===== src/rtl/char_line_renderer.sv =====
// Renders one pixel row of NUM_COLS character cells into the pixel buffer. The next cell is prefetched while the current one renders.
// Output timing: first pixbuf write comes 5 cycles after start. There is no backpressure; start is only accepted while idle.
module char_line_renderer #(
  parameter int NUM_COLS = 100,
  parameter int GLYPH_W  = 8,
  parameter int ROW_BITS = 4,
  parameter int CHROW_AW = 8,
  parameter int PIX_AW   = 10,
  parameter bit BLINK_EN = 1'b1
) (
  input  logic                      clk,
  input  logic                      rst,
  input  logic                      start,
  input  logic [15:0]               pixel_row,
  input  logic [PIX_AW-1:0]         pix_base,
  input  logic                      blink_phase,
  output logic                      busy,
  output logic                      done,
  output logic                      chrowbuf_rd,
  output logic [CHROW_AW-1:0]       chrowbuf_rd_addr,
  input  logic [15:0]               chrowbuf_rd_data,
  output logic                      fontmem_rd,
  output logic [8+ROW_BITS-1:0]     fontmem_rd_addr,
  input  logic [GLYPH_W-1:0]        fontmem_rd_data,
  output logic                      palette_rd,
  output logic [7:0]                palette_rd_addr,
  input  logic [15:0]               palette_rd_data,
  output logic                      pixbuf_wr,
  output logic [PIX_AW-1:0]         pixbuf_wr_addr,
  output logic [15:0]               pixbuf_wr_data
);

  localparam int TW = (GLYPH_W > 1) ? $clog2(GLYPH_W) : 1;
  localparam int CW = (NUM_COLS > 1) ? $clog2(NUM_COLS) : 1;

  localparam logic [1:0] S_IDLE   = 2'd0;
  localparam logic [1:0] S_PRE    = 2'd1;
  localparam logic [1:0] S_RENDER = 2'd2;
  localparam logic [1:0] S_DONE   = 2'd3;

  logic [1:0]          r_state;
  logic [ROW_BITS-1:0] r_row;
  logic                r_phase;
  logic [PIX_AW-1:0]   r_waddr;
  logic [TW-1:0]       r_tick;
  logic [CW-1:0]       r_cell;

  logic                r_fact;
  logic [1:0]          r_fph;
  logic [CHROW_AW-1:0] r_fcell;
  logic [15:0]         r_nxt_word;
  logic [GLYPH_W-1:0]  r_nxt_glyph;
  logic [15:0]         r_nxt_bg;
  logic [15:0]         r_nxt_fg;

  logic [GLYPH_W-1:0]  r_cur_glyph;
  logic [15:0]         r_cur_bg;
  logic [15:0]         r_cur_fg;

  logic [3:0]          w_bg_idx_in;
  logic [15:0]         w_fg_src;
  logic [15:0]         w_fg_eff;
  logic                w_last_tick;
  logic                w_last_cell;
  logic                w_load;
  logic [CW-1:0]       w_load_cell;
  logic                w_more;
  logic                w_unused_bits;

  assign w_unused_bits = ^pixel_row[15:ROW_BITS];

  assign w_bg_idx_in = BLINK_EN ? {1'b0, chrowbuf_rd_data[14:12]} : chrowbuf_rd_data[15:12];

  // The fg colour may be arriving on the same edge as the load (prefetch end, or GLYPH_W == 4).
  assign w_fg_src = (r_fact && r_fph == 2'd3) ? palette_rd_data : r_nxt_fg;
  assign w_fg_eff = (BLINK_EN && r_nxt_word[15] && r_phase) ? r_nxt_bg : w_fg_src;

  assign w_last_tick = (r_tick == TW'(GLYPH_W - 1));
  assign w_last_cell = (r_cell == CW'(NUM_COLS - 1));
  assign w_load      = (r_state == S_PRE && r_fph == 2'd3) ||
                       (r_state == S_RENDER && w_last_tick && !w_last_cell);
  assign w_load_cell = (r_state == S_PRE) ? '0 : CW'(r_cell + 1'b1);
  assign w_more      = (int'(w_load_cell) < NUM_COLS - 1);

  assign busy = (r_state == S_PRE) || (r_state == S_RENDER);
  assign done = (r_state == S_DONE);

  always_comb begin
    chrowbuf_rd      = 1'b1;
    chrowbuf_rd_addr = '0;
    fontmem_rd       = 1'b1;
    fontmem_rd_addr  = '0;
    palette_rd       = 1'b1;
    palette_rd_addr  = '0;
    pixbuf_wr        = 1'b1;
    pixbuf_wr_addr   = '0;
    pixbuf_wr_data   = '0;
    if (r_fact) begin
      case (r_fph)
        2'd0: begin
          chrowbuf_rd      = 1'b0;
          chrowbuf_rd_addr = r_fcell;
        end
        2'd1: begin
          palette_rd      = 1'b0;
          palette_rd_addr = {4'd0, w_bg_idx_in};
          fontmem_rd      = 1'b0;
          fontmem_rd_addr = {chrowbuf_rd_data[7:0], r_row};
        end
        2'd2: begin
          palette_rd      = 1'b0;
          palette_rd_addr = {4'd0, r_nxt_word[11:8]};
        end
        default: ;
      endcase
    end
    if (r_state == S_RENDER) begin
      pixbuf_wr      = 1'b0;
      pixbuf_wr_addr = r_waddr;
      pixbuf_wr_data = r_cur_glyph[GLYPH_W-1] ? r_cur_fg : r_cur_bg;
    end
  end

  always_ff @(posedge clk or posedge rst) begin
    if (rst) begin
      r_state     <= S_IDLE;
      r_row       <= '0;
      r_phase     <= 1'b0;
      r_waddr     <= '0;
      r_tick      <= '0;
      r_cell      <= '0;
      r_fact      <= 1'b0;
      r_fph       <= 2'd0;
      r_fcell     <= '0;
      r_nxt_word  <= '0;
      r_nxt_glyph <= '0;
      r_nxt_bg    <= '0;
      r_nxt_fg    <= '0;
      r_cur_glyph <= '0;
      r_cur_bg    <= '0;
      r_cur_fg    <= '0;
    end else begin
      if (r_fact) begin
        case (r_fph)
          2'd1: r_nxt_word <= chrowbuf_rd_data;
          2'd2: begin
            r_nxt_glyph <= fontmem_rd_data;
            r_nxt_bg    <= palette_rd_data;
          end
          2'd3: r_nxt_fg <= palette_rd_data;
          default: ;
        endcase
        r_fph <= r_fph + 2'd1;
        if (r_fph == 2'd3)
          r_fact <= 1'b0;
      end

      case (r_state)
        S_IDLE: begin
          if (start) begin
            r_state <= S_PRE;
            r_row   <= pixel_row[ROW_BITS-1:0];
            r_phase <= blink_phase;
            r_waddr <= pix_base;
            r_tick  <= '0;
            r_cell  <= '0;
            r_fact  <= 1'b1;
            r_fph   <= 2'd0;
            r_fcell <= '0;
          end
        end
        S_PRE: begin
          if (r_fph == 2'd3)
            r_state <= S_RENDER;
        end
        S_RENDER: begin
          r_waddr     <= r_waddr + 1'b1;
          r_cur_glyph <= r_cur_glyph << 1;
          if (w_last_tick) begin
            r_tick <= '0;
            if (w_last_cell)
              r_state <= S_DONE;
            else
              r_cell <= r_cell + 1'b1;
          end else begin
            r_tick <= r_tick + 1'b1;
          end
        end
        default: r_state <= S_IDLE;
      endcase

      // Entering tick 0 of a cell: promote prefetched data and kick off the following cell's fetch.
      if (w_load) begin
        r_cur_glyph <= r_nxt_glyph;
        r_cur_bg    <= r_nxt_bg;
        r_cur_fg    <= w_fg_eff;
        if (w_more) begin
          r_fact  <= 1'b1;
          r_fph   <= 2'd0;
          r_fcell <= CHROW_AW'(w_load_cell) + CHROW_AW'(1);
        end
      end
    end
  end

endmodule

===== config.mk =====
export PLATFORM = sky130hd
export DESIGN_NAME = char_line_renderer
export DESIGN_NICKNAME = d
export VERILOG_FILES = /design/src/rtl/char_line_renderer.sv
export SDC_FILE = /design/constraint.sdc
export NUM_CORES = 1
export LEC_CHECK = 0
export ABC_AREA = 1
export ABC_CLOCK_PERIOD_IN_PS = 5500
export CAP_MARGIN = 15
export CORE_MARGIN = 1
export CORE_UTILIZATION = 50
export CTS_BUF_LIST = sky130_fd_sc_hd__clkbuf_16
export DETAILED_ROUTE_END_ITERATION = 10
export PLACE_DENSITY = 0.78
export SYNTH_ARGS = -nofsm -noshare
export SYNTH_HDL_FRONTEND = slang
export SYNTH_SLANG_ARGS = --single-unit

===== constraint.sdc =====
create_clock -name clk -period 5.5 [get_ports clk]
set_input_delay 1.65 -clock clk [delete_from_list [all_inputs] [get_ports clk]]
set_output_delay 1.65 -clock clk [all_outputs]
set_load 0.05 [all_outputs]

* Word level (Yosys, flattened, before mapping) *
Index checks and enable logic that the tools add are counted.

storage, ports and cells
  register bits = 134
  input bits = 70
  output and inout bits = 60
  word-level logic and storage cells = 105

cells by class
  $add $sub $neg = 5
  order comparisons = 1
  equal/unequal tests = 13
  multiplexer cells = 50
  reduce and logical (&&, ||, !) cells = 20

operator list
  kind                                                                   number
  16-bit 2-to-1 mux                                                      4
  8-bit 2-to-1 mux                                                       8
  7-bit 2-to-1 mux                                                       4
  12-bit 2-to-1 mux                                                      2
  10-bit 2-to-1 mux                                                      2
  10-bit case mux with 2 select lines                                    1
  2-bit 2-to-1 mux                                                       9
  7-bit case mux with 2 select lines                                     1
  1-bit 2-to-1 mux                                                       13
  10-bit by 1-bit adder with 10-bit output, second input constant        1
  2-bit != test, second input constant                                   5
  2-bit AND reduction                                                    5
  7-bit by 1-bit adder with 8-bit output, second input constant          1
  2-bit equality test, second input constant                             4
  4-bit case mux with 2 select lines                                     1
  4-bit AND reduction                                                    2
  7-bit by 1-bit adder with 7-bit output, second input constant          1
  7-bit equality test, second input constant                             1
  7-bit < comparator, second input constant                              1
  3-bit 2-to-1 mux                                                       2
  2-bit case mux with 3 select lines                                     1
  3-bit case mux with 2 select lines                                     1
  1-bit logical AND                                                      5
  2-bit by 1-bit equality test with 1-bit output, second input constant  2
  other kinds (9)                                                        12

* Logic depth before layout (Yosys ltp) *
  depth in word-level cells = 7
  depth in mapped cells = 13

* Worst setup path before layout *
OpenSTA, ideal clock, no wires.

  kind = input to output
  from = in chrowbuf_rd_data[12]
  to = out palette_rd_addr[0]
  data arrival time = 2.471 ns
  setup slack = 1.379 ns
  cell stages on the path = 2
  path buffers = 0
  cell sequence = nand2_1 a21oi_1

on the way
  longest elaborated chain between the ends = 2

ends and longest elaborated chain
  element                             line  text
  start: declaration                  21    input logic [15:0] chrowbuf_rd_data,
  4-bit case mux with 2 select lines  99    case (r_fph)
  4-bit 2-to-1 mux                    98    if (r_fact) begin
  end: declaration                    26    output logic [7:0] palette_rd_addr,

No other way between the ends.

* Worst setup path after layout *
  from = reg r_state[0]
  to = out pixbuf_wr_addr[7]

on the way
  longest elaborated chain between the ends = 2

ends and longest elaborated chain
  element                   line  text
  start: declaration        41    logic [1:0] r_state;
  start signal: assignment  126   r_state <= S_IDLE;
  start signal: assignment  161   r_state <= S_PRE;
  start signal: assignment  174   r_state <= S_RENDER;
  2-bit equality test       117   if (r_state == S_RENDER) begin
  10-bit 2-to-1 mux         117
  end: declaration          29    output logic [PIX_AW-1:0] pixbuf_wr_addr,

No other way between the ends.

==> results.txt <==
wirelength, routed = 14500 µm
final setup vio count = 0
Yosys top cell area share = 49.20%
GRT Util Overall = 23.65%
Final Max Tran Viols = 0
Synth area leader = dfrtp_1
synthesized instance count = 775
Avg Vias per Cell = 5.126
RSZ-0062 raised after global routing = no
Die H = 113.9 µm
CTS buffer count = 17
Clock Latency Late Sink = 0.42 ns
PostCTS Resize Cnt = 0
post-route setup slack = 0.6213 ns
fmax = 0.2050 GHz
share of cells above drive strength 1 = 7.458%
CP required = 3.85 ns
GP Congestion = 0.8410
status = completed
total gr overflow = 0
vias in the first global route = 4972
worst rel slew slack = 28.87%
CP max FO = 28
Core Box Area = 12110 µm²
ANT nets after route = 0
synth top area cells = dfrtp_1 49%, nand2_1 12%, inv_1 5.9%, o21ai_0 5.8%, nand3_1 4.0%
worst r2r dst = r_cur_glyph[3]
initial antenna violation count = 0
synthesized area per cell = 8.072 µm²
predominant post-synthesis flop cell = dfrtp_1
skew final = 0.009829 ns
commonest non-fill, non-tap cell in the layout = nand2_1
class of the most critical setup path = flop to primary output
max_cap viols = 0
die area = 12960 µm²
fin crit period = 4.879 ns
asr flop ratio synth = 100.0%
dpl hpwl = 9354 µm
Starting Density = 51.65%
Synth cell types = 37
Pre-Repair DR Iteration Count = 5
Seq cells post-synth = 123
Worst VDD drop = 202.1 µV
routed len/inst = 13.77 µm
CP Launch Type = flop
largest net degree at the start of global routing = 79
Iter 0 DRT Violations = 447
pre-CTS worst setup slack = 0.7395 ns
Post-route DRC = 0
Die Span X = 113.9 µm
Critical R2R Launch = r_state[0]
Worst R2R Setup Slack = 1.91 ns
FF-to-FF path depth = 10
post-CTS setup buffer count = 0
Yosys warning total = 0
fin nets = 956
Worst Hold Depth = 2
setup TNS = 0 ns
CTS clk-pin slew, worst paths = 0.06 ns
period utilisation layout = 88.70%
PwrDens = 277.5 nW/µm²
clock sinks = 123
CTS tree = yes
total power = 2.211 mW
diodes inserted = 0
Arr. time, crit path = 3.23 ns
crit end category = primary output
num rows = 40
Post-synth EDFFs = 0
first-pass GRT wire length = 24080 µm
slew of the pin with the lowest slew margin = 1.067 ns
Hold Crit Class = flop to flop
I/O Buffers = 113
H-tree Lvls = 4
clock root cell = clkbuf_16
buffer depth of the longest clock path = 2
Hold Path End = r_cur_bg[0]
DR vias = 5398
Seq/Total Area, Yosys = 49.20%
io pins = 130
hold_buf cts = 0
hold wc startpoint = r_cur_bg[0]
Mapped Area = 6256 µm²
LEAKAGE = 3.910 nW
synth-to-layout area growth = 27.40%
most frequent cells in the layout = 198 x nand2_1, 123 x dfrtp_1, 113 x clkdlybuf4s50_1
Fin. Hold Viols = 0
## cells in the mapped netlist (7+ instances only)
| master | number |
|---|---|
| a31oi_1 | 18 |
| buf_2 | 10 |
| dfrtp_1 | 123 |
| nor2_1 | 66 |
| buf_6 | 7 |
| nand2_1 | 198 |
| ha_1 | 14 |
| nand4_1 | 7 |
| a21oi_1 | 32 |
| nand3_1 | 50 |
| inv_1 | 98 |
| o21ai_0 | 72 |
| mux2_2 | 11 |
| clkbuf_1 | 18 |
## stage by stage
stage / hold WS, ns / util, % / cell area [µm²] / instances
finish: 0.4638 / 65.81 / 7970 / 1053
CTS: 0.4675 / 65.81 / 7970 / 1053
detailed placement: 0.4530 / 61.14 / 7405 / 1021
global placement: 0.4475 / 61.14 / 7405 / 1021
global route: 0.4833 / 65.81 / 7970 / 1053
floorplan: 0.4366 / - / 6267 / 778
## where the power goes
group	internal [mW]	leakage, nW	switching [mW]
logic	0.0813	2.20	0.113
clock network	0.628	0.269	0.431
registers	0.937	1.44	0.0216
## metal layers
metal  GRT usage (%)  vias up  part of all wire, %
li1                -     2676                    -
met4           9.091        0                  2.0
met3           5.260       25                  5.3
met5               0        -                    0
met2           37.64      177                   47
met1           31.75     2520                   46
## flip-flops by register name (all words and copies together), names as in the netlist, 3 cells and up
signal,count
r_cell,7
r_cur_bg,16
r_cur_fg,16
r_cur_glyph,8
r_fcell,8
r_nxt_bg,16
r_nxt_fg,16
r_nxt_glyph,8
r_nxt_word,5
r_row,4
r_tick,3
r_waddr,10
## worst max-delay path, stage by stage (launching register included)
cell and delay, ns:
dfrtp_1 0.43, inv_1 0.12, ha_1 0.87, buf_4 0.39
nand2_1 0.10, inv_1 0.08, clkdlybuf4s50_1 0.80
## worst max path at each step
stage / startpoint / end / slack (ns) / cells after the start
final: r_state[0] / pixbuf_wr_addr[7] / 0.62 / 6
after global routing: r_state[0] / pixbuf_wr_addr[9] / 0.44 / 6
after CTS: r_state[0] / pixbuf_wr_addr[7] / 0.59 / 6
after detailed placement: chrowbuf_rd_data[13] / palette_rd_addr[1] / 0.74 / 4
after global placement: chrowbuf_rd_data[13] / palette_rd_addr[1] / 0.75 / 4
after floorplan: rst / r_cell[0] / 0.58 / 1
## logic make-up after synthesis
logic type	count (synthesis)	synth area share [%]
XOR/XNOR	3	0.4201
buffers and inverters	144	10.04
AND/OR/NAND/NOR	335	22.90
flip-flops	123	49.20
multiplexers	11	1.980
other	1	0.05994
AO/OA/AOI/OAI	144	12.60
adder cells (fa/ha/maj)	14	2.800
## layout make-up
class / instances / area (µm²)
inverters: 103 / 389.1
clock buffers: 17 / 425.4
fillers: 1041 / 4141
flip-flops and latches: 123 / 3078
multi-input cells: 511 / 2561
clock inverters: 15 / 140.1
well taps: 168 / 210.2
repair buffers: 116 / 1166
Note: power is estimated with default switching activity, not from simulation.
